<file path="config.mk">
export PLATFORM = sky130hd
export DESIGN_NAME = id_ex_stage
export DESIGN_NICKNAME = d
export VERILOG_FILES = /design/src/rtl/id_ex_stage.sv
export SDC_FILE = /design/constraint.sdc
export NUM_CORES = 1
export LEC_CHECK = 0
export ABC_AREA = 1
export CAP_MARGIN = 20
export CORE_AREA = 2 2 145 147
export DETAILED_ROUTE_END_ITERATION = 6
export DIE_AREA = 0 0 147 149
export PLACE_DENSITY = 0.75
export RECOVER_POWER = 25
export SYNTH_ARGS = -nofsm -noshare
export SYNTH_HDL_FRONTEND = slang
export SYNTH_SLANG_ARGS = --single-unit
</file>
<file path="constraint.sdc">
create_clock -name CLK -period 2 [get_ports CLK]
set_input_delay 0.5 -clock CLK [delete_from_list [all_inputs] [get_ports CLK]]
set_output_delay 0.5 -clock CLK [all_outputs]
set_load 0.03 [all_outputs]
</file>
<file path="src/rtl/id_ex_stage.sv">
`default_nettype none
// ============================================================================
// Module      : id_ex_stage
// Description : ID/EX pipeline register of the RV32IM core. Captures decoded
//               fields from ID, detects load-use hazards (stall + bubble),
//               resolves EX/MEM and MEM/WB forwarding and drives the ALU
//               operands, opcode and the control fields carried into EX/MEM.
// Revision    : 1.0 - initial release
// ============================================================================
module id_ex_stage #(
  parameter int XLEN = 32
) (
  input  logic            CLK,
  input  logic            RESET,
  // Decoded instruction from ID
  input  logic            id_valid,
  input  logic [XLEN-1:0] id_pc,
  input  logic [XLEN-1:0] id_rs1_data,
  input  logic [XLEN-1:0] id_rs2_data,
  input  logic [XLEN-1:0] id_imm,
  input  logic [4:0]      id_rs1_addr,
  input  logic [4:0]      id_rs2_addr,
  input  logic [4:0]      id_rd_addr,
  input  logic            id_uses_rs1,
  input  logic            id_uses_rs2,
  input  logic [4:0]      id_alu_op,
  input  logic            id_src_pc,
  input  logic            id_src_imm,
  input  logic            id_mem_read,
  input  logic            id_mem_write,
  input  logic            id_reg_write,
  // Taken branch/jump resolved in EX
  input  logic            flush,
  // Forwarding sources
  input  logic            exmem_reg_write,
  input  logic [4:0]      exmem_rd,
  input  logic [XLEN-1:0] exmem_result,
  input  logic            memwb_reg_write,
  input  logic [4:0]      memwb_rd,
  input  logic [XLEN-1:0] memwb_result,
  // Hazard output
  output logic            stall_id,
  // ALU inputs
  output logic [XLEN-1:0] DATA1,
  output logic [XLEN-1:0] DATA2,
  output logic [4:0]      ALU_OPCODE,
  // Control carried into EX/MEM
  output logic            ex_valid,
  output logic [XLEN-1:0] ex_pc,
  output logic [4:0]      ex_rd,
  output logic [XLEN-1:0] ex_store_data,
  output logic            ex_mem_read,
  output logic            ex_mem_write,
  output logic            ex_reg_write
);

  // --------------------------------------------------------------------------
  // Pipeline register state
  // --------------------------------------------------------------------------
  logic            valid_q,     valid_d;
  logic [XLEN-1:0] pc_q,        pc_d;
  logic [XLEN-1:0] rs1_data_q,  rs1_data_d;
  logic [XLEN-1:0] rs2_data_q,  rs2_data_d;
  logic [XLEN-1:0] imm_q,       imm_d;
  logic [4:0]      rs1_addr_q,  rs1_addr_d;
  logic [4:0]      rs2_addr_q,  rs2_addr_d;
  logic [4:0]      rd_q,        rd_d;
  logic [4:0]      alu_op_q,    alu_op_d;
  logic            src_pc_q,    src_pc_d;
  logic            src_imm_q,   src_imm_d;
  logic            mem_read_q,  mem_read_d;
  logic            mem_write_q, mem_write_d;
  logic            reg_write_q, reg_write_d;
  logic            uses_rs1_q,  uses_rs1_d;
  logic            uses_rs2_q,  uses_rs2_d;

  logic            rs1_hit;
  logic            rs2_hit;
  logic            load_use;
  logic [XLEN-1:0] fwd_rs1;
  logic [XLEN-1:0] fwd_rs2;

  // The source-use flags travel with the instruction for downstream
  // visibility; forwarding keys purely on register indices.
  logic unused_uses;
  assign unused_uses = uses_rs1_q ^ uses_rs2_q;

  // --------------------------------------------------------------------------
  // Load-use hazard: a load in EX whose destination is read by the ID
  // instruction. A flush kills the ID instruction, so it cannot stall.
  // --------------------------------------------------------------------------
  assign rs1_hit  = id_uses_rs1 && (id_rs1_addr == rd_q);
  assign rs2_hit  = id_uses_rs2 && (id_rs2_addr == rd_q);
  assign load_use = valid_q && mem_read_q && (rd_q != 5'd0) && id_valid &&
                    (rs1_hit || rs2_hit);
  assign stall_id = load_use && !flush;

  // Next-state select: capture ID fields, or an all-zero bubble on flush/stall
  always_comb begin
    valid_d     = id_valid;
    pc_d        = id_pc;
    rs1_data_d  = id_rs1_data;
    rs2_data_d  = id_rs2_data;
    imm_d       = id_imm;
    rs1_addr_d  = id_rs1_addr;
    rs2_addr_d  = id_rs2_addr;
    rd_d        = id_rd_addr;
    alu_op_d    = id_alu_op;
    src_pc_d    = id_src_pc;
    src_imm_d   = id_src_imm;
    mem_read_d  = id_mem_read;
    mem_write_d = id_mem_write;
    reg_write_d = id_reg_write;
    uses_rs1_d  = id_uses_rs1;
    uses_rs2_d  = id_uses_rs2;
    if (flush || stall_id) begin
      valid_d     = 1'b0;
      pc_d        = '0;
      rs1_data_d  = '0;
      rs2_data_d  = '0;
      imm_d       = '0;
      rs1_addr_d  = 5'd0;
      rs2_addr_d  = 5'd0;
      rd_d        = 5'd0;
      alu_op_d    = 5'd0;
      src_pc_d    = 1'b0;
      src_imm_d   = 1'b0;
      mem_read_d  = 1'b0;
      mem_write_d = 1'b0;
      reg_write_d = 1'b0;
      uses_rs1_d  = 1'b0;
      uses_rs2_d  = 1'b0;
    end
  end

  // Pipeline register update with synchronous reset to the bubble state
  always_ff @(posedge CLK) begin
    if (RESET) begin
      valid_q     <= 1'b0;
      pc_q        <= '0;
      rs1_data_q  <= '0;
      rs2_data_q  <= '0;
      imm_q       <= '0;
      rs1_addr_q  <= 5'd0;
      rs2_addr_q  <= 5'd0;
      rd_q        <= 5'd0;
      alu_op_q    <= 5'd0;
      src_pc_q    <= 1'b0;
      src_imm_q   <= 1'b0;
      mem_read_q  <= 1'b0;
      mem_write_q <= 1'b0;
      reg_write_q <= 1'b0;
      uses_rs1_q  <= 1'b0;
      uses_rs2_q  <= 1'b0;
    end else begin
      valid_q     <= valid_d;
      pc_q        <= pc_d;
      rs1_data_q  <= rs1_data_d;
      rs2_data_q  <= rs2_data_d;
      imm_q       <= imm_d;
      rs1_addr_q  <= rs1_addr_d;
      rs2_addr_q  <= rs2_addr_d;
      rd_q        <= rd_d;
      alu_op_q    <= alu_op_d;
      src_pc_q    <= src_pc_d;
      src_imm_q   <= src_imm_d;
      mem_read_q  <= mem_read_d;
      mem_write_q <= mem_write_d;
      reg_write_q <= reg_write_d;
      uses_rs1_q  <= uses_rs1_d;
      uses_rs2_q  <= uses_rs2_d;
    end
  end

  // Forward rs1: EX/MEM first, then MEM/WB; x0 is never forwarded
  always_comb begin
    fwd_rs1 = rs1_data_q;
    if (exmem_reg_write && (exmem_rd != 5'd0) && (exmem_rd == rs1_addr_q)) begin
      fwd_rs1 = exmem_result;
    end else if (memwb_reg_write && (memwb_rd != 5'd0) && (memwb_rd == rs1_addr_q)) begin
      fwd_rs1 = memwb_result;
    end
  end

  // Forward rs2: EX/MEM first, then MEM/WB; x0 is never forwarded
  always_comb begin
    fwd_rs2 = rs2_data_q;
    if (exmem_reg_write && (exmem_rd != 5'd0) && (exmem_rd == rs2_addr_q)) begin
      fwd_rs2 = exmem_result;
    end else if (memwb_reg_write && (memwb_rd != 5'd0) && (memwb_rd == rs2_addr_q)) begin
      fwd_rs2 = memwb_result;
    end
  end

  // --------------------------------------------------------------------------
  // Operand muxes and registered outputs. Store data always takes the
  // forwarded rs2 since DATA2 carries the address offset for stores.
  // --------------------------------------------------------------------------
  assign DATA1         = src_pc_q  ? pc_q  : fwd_rs1;
  assign DATA2         = src_imm_q ? imm_q : fwd_rs2;
  assign ex_store_data = fwd_rs2;
  assign ALU_OPCODE    = alu_op_q;
  assign ex_valid      = valid_q;
  assign ex_pc         = pc_q;
  assign ex_rd         = rd_q;
  assign ex_mem_read   = mem_read_q;
  assign ex_mem_write  = mem_write_q;
  assign ex_reg_write  = reg_write_q;

endmodule
`default_nettype wire

</file>
# Word-level counts from Yosys, hierarchy flattened
# Index checks and enable logic that the tools add are counted.
# W data, S select, Z words.
dict set report op_classes {
  n_eq_ne 6
  muxes 6
  reduce_logical 20
}
# op n
set op_table {}
lappend op_table {{$mux W32} 6}
lappend op_table {{$eq A5 B5 Y1} 6}
lappend op_table {{$reduce_bool A5 Y1} 3}
lappend op_table {{$logic_and A1 B1 Y1} 13}
lappend op_table {{$logic_or A1 B1 Y1} 2}
lappend op_table {{$reduce_or A2 Y1} 1}
lappend op_table {{$logic_not A1 Y1} 1}
dict set report totals {
  ff_bits 154
  inputBits 235
  output_inout_bits 143
  wordCells 46
}

# Logic depth before layout (Yosys ltp)
dict set report depth {
  word_depth 7
  mapped_depth 11
  depth_no_buf 10
}

# Worst setup path before layout
# No wires, ideal clock.
dict set report synth_timing {
  path_kind {in2out}
  start {input port exmem_rd[2]}
  end {output port ex_store_data[10]}
  arrival_ns 1.545
  t_required_ns 1.500
  setup_slack_ns -0.045
  stages 6
  n_path_buf 1
  path_cell_list {xor2_1 -> nor2_2 -> nand3b_1 -> buf_2 -> nand3_1 -> and2_1}
}
dict set report synth_via {
  elab_chain_cells 4
  elab_cells_between_ends 5
  cone_classes {eq/ne (1); mux (1); reduce/logical (3)}
}
# item line
set synth_rtl {}
lappend synth_rtl {{start, declared} 36} ;# input logic [4:0] exmem_rd,
lappend synth_rtl {{$reduce_bool A5 Y1} 188} ;# if (exmem_reg_write && (exmem_rd != 5'd0) && (exmem_rd == rs2_addr_q)) begin
lappend synth_rtl {{$logic_and A1 B1 Y1} 188}
lappend synth_rtl {{$logic_and A1 B1 Y1 (*)} 188}
lappend synth_rtl {{$mux W32 (*)} 188}
lappend synth_rtl {{end, declared} 51} ;# output logic [XLEN-1:0] ex_store_data,
# Every way passes the cells marked *; elsewhere a longest branch is shown, timed or not.

# Worst setup path after layout
dict set report layout_timing {
  start {register rs2_addr_q[3]}
  end {output port DATA2[25]}
}
dict set report layout_via {
  elab_chain_cells 5
  elab_cells_between_ends 7
  cone_classes {eq/ne (2); mux (3); reduce/logical (2)}
}
# item line
set layout_rtl {}
lappend layout_rtl {{start, declared} 66} ;# logic [4:0] rs2_addr_q, rs2_addr_d;
lappend layout_rtl {{start signal, assigned} 162} ;# rs2_addr_q <= rs2_addr_d;
lappend layout_rtl {{$eq A5 B5 Y1} 190} ;# end else if (memwb_reg_write && (memwb_rd != 5'd0) && (memwb_rd == rs2_addr_q)) begin
lappend layout_rtl {{$logic_and A1 B1 Y1} 190}
lappend layout_rtl {{$mux W32} 190}
lappend layout_rtl {{$mux W32 (*)} 188}
lappend layout_rtl {{$mux W32 (*)} 200} ;# assign DATA2 = src_imm_q ? imm_q : fwd_rs2;
lappend layout_rtl {{end, declared} 45} ;# output logic [XLEN-1:0] DATA2,
# Marked as above.

==> results <==
[power breakdown]
group          total [W]  internal, W  switching (W)
clock            0.00345      0.00206        0.00139
sequential       0.00325      0.00319      0.0000649
combinational    0.00280      0.00136        0.00144
[cells in the final DEF, fill, tap and decap left out, types with 2 or more instances in the layout]
cell type,synthesis,routed
o22ai_1,3,2
nand3_2,0,111
buf_4,0,100
buf_12,0,32
clkbuf_8,0,3
nand2_2,4,108
buf_8,0,10
inv_6,0,2
dfxtp_4,0,5
nand3_1,231,53
clkbuf_1,11,4
clkinvlp_4,0,3
buf_16,0,10
inv_1,224,216
clkbuf_16,0,23
buf_6,7,115
clkbuf_2,0,2
xnor2_2,0,7
dlymetal6s2s_1,0,6
xor2_1,13,9
dlygate4sd2_1,0,18
nand2_1,268,151
dfxtp_2,0,9
bufinv_16,0,3
inv_2,4,11
nor2_4,1,9
dfxtp_1,154,140
xor2_2,0,3
o21ai_1,1,3
clkinv_2,0,2
buf_2,42,3
nor2_1,107,100
xnor2_1,9,2
and2_4,0,32
nand2_4,0,12
nand3_4,0,67
clkdlybuf4s50_1,0,246
nor2_2,64,63
[worst max-delay path: cells and delay by family, from the launching register on]
kind          cells  cell delay (ns)
simple gates      4             0.42
buf+inv           5             0.77
xor+xnor          1             0.15
flops             1             0.36
[state kept, by name, indices dropped and copies added (netlist names)]
name and cells:
ex_pc 32, imm_q 32, rs1_data_q 32, rs2_data_q 32, ALU_OPCODE 5, ex_rd 5
rs1_addr_q 5, rs2_addr_q 5, ex_mem_read 1, ex_mem_write 1, ex_reg_write 1, ex_valid 1
src_imm_q 1, src_pc_q 1
[area by class of cell]
class | instances | area, µm²
clock buffer | 21 | 470.5
multi-input combinational | 742 | 5495
antenna | 1 | 2.502
sequential | 154 | 3113
clock inverter | 10 | 140.1
timing repair buffer | 551 | 5993
fill | 1265 | 4140
inverter | 228 | 858.3
tap | 275 | 344.1
[per-layer routing]
metal  wire (µm)  track usage  vias up
li1            -            -     4576
met4        2372       0.1649        0
met2       20410       0.5688      603
met3        3348      0.06911      168
met5           0            0        -
met1       14570       0.3727     4711
[path summary, 6_finish.rpt]
| kind | startpoint | to | slack, ns | cells after the start |
|---|---|---|---|---|
| hold / removal | id_rs1_addr[2] | rs1_addr_q[2] | 0.44 | 3 |
| hold reg to reg | ex_mem_read | rs2_addr_q[2] | 1.29 | 7 |
| setup / recovery | rs2_addr_q[3] | DATA2[25] | -0.64 | 10 |
| setup reg to reg | ex_rd[4] | ex_pc[23] | -0.03 | 10 |
[through the flow]
step | TNS (ns) | std cells | hold slack (ns)
after detailed placement | -126.99 | 1883 | 1.004
after global routing | -75.31 | 1982 | 0.4482
final | -54.03 | 1982 | 0.4390
after global placement | -119.25 | 1883 | 0.9884
after floorplan | -0.3680 | 1190 | 0.6122
after CTS | -50.91 | 1957 | 0.4289
[logic make-up after synthesis]
kind of cell,synth area share
XOR/XNOR,0.02481
flip-flops,0.3970
buffers and inverters,0.1556
AO/OA/AOI/OAI,0.006767
AND/OR/NAND/NOR,0.4158
[timing repair]
item / in CTS / in global routing
endpoints found under the hold margin: 0 / 0
resized for setup: 669 / 257
pin swaps: 93 / 127
buffers inserted: 31 / 21
setup endpoints to repair: 103 / 103
gates cloned: 14 / 9
hold buffers: 0 / 0
==> metrics.yaml <==
drt:
  wl_per_cell_um: 20.53
  num_vias: 10060
  antenna_left: 0
  firstDrtPassIters: 7
  drt_iter0_drc: 543
  routed_via_density: 5.075
  drcViolationCount: 0
  wirelength_um: 40700
logic_synthesis:
  yosysSeqAreaShare: 0.3970
  yosysTopAreaCell: "dfxtp_1"
  ys_types: 25
  synth_most_common_cell: "nand2_1"
  syn_nets: 1425
  netlist_area_um2: 7766
  synthTopCellsByCount: "nand2_1, nand3_1, inv_1, dfxtp_1, nor2_1"
  yosys-top-cells-area: "dfxtp_1, nand3_1, nand2_1"
  ys_warn_count: 0
  synth_enable_flop_cells: 0
  synthFlopType: "dfxtp_1"
  ys_async_sr_fraction: 0
  synth_area_per_cell_um2: 6.526
  ys_ff_latch: 154
  netlist.area_leader.share: 0.3970
  synthCells: 1190
global_routing:
  grt_use_total: 0.3235
  grt-ovfl-total: 0
  grt_pass1_vias: 9866
  grt_antenna_before_repair: 1
  grt_max_degree: 40
  grt_pass1_wl_um: 54280
timing:
  slew-limit-headroom: 0.5896
  maxSlewViolCount: 0
  fmax_mhz: 379.0
  finalClockSkew_ns: 0.01425
  rsz0062_at_grt: "true"
  setup_ws_ns: -0.6384
  worst_slew_pin_slew_ns: 0.6141
  fin_crit_sh: 1.319
  finalSetupViolations: 147
  hold_viol: 0
  min_period_ns: 2.638
floorplan:
  chipWidth_um: 147
  pin_count: 378
  start_util: 0.3778
  coreArea_um2: 20560
  die_height_um: 149
  num_rows: 53
  die_area_um2: 21900
critical_path:
  crit_arrival_ns: 2.14
  endpoint_kind: "output pin"
  path_max_fanout: 6
  crit_top_cell: "buf_6"
  crit_type: "register to output pin"
  critPathLaunchType: "register"
  critPathMaxStageDelay_ns: 0.36
  cp_data_required_time_ns: 1.50
  slowest_stage: "dfxtp_4"
  path_cells: "xor2_2 -> buf_4 -> nor3_4 -> buf_8 -> buf_12 -> nand3_4 -> buf_6 -> nand3_2 -> nand2_2 -> buf_6"
placed_design:
  hpwl_um: 23510
  post-place-ws_ns: -1.305
  placed_cell_area_um2: 12760
  port_buffers: 377
  gp_congestion: 0.9284
cells_and_area:
  layout-drive-gt1-share: 0.4414
  utilization: 0.7986
  area_delta_synth_final_pct: 111.4
  design_area_um2: 16420
  fin_nets: 1929
status:
  outcome: "complete, but fails checks"
  violations: "setup timing"
cts:
  cts_tree: "yes"
  clk_path_buf_depth: 2
  clk_latency_ns: 0.43
  cts_root_buf: "clkbuf_16"
  htreeDepth: 4
  clock-sinks: 154
  cts_buffers: 17
  cts.reportedPaths.clkPinSlew_ns: 0.06
power_and_ir_drop:
  power.density_nw_per_um2: 579.2
  total_power_w: 0.009508
  p_leak_nw: 8.030
  vdd_drop_max_v: 0.0006661
worst_hold_path:
  hold_path.class: "input pin to register"
job:
  cap_violations: 0
No activity file was read; power rests on OpenSTA's default activity.
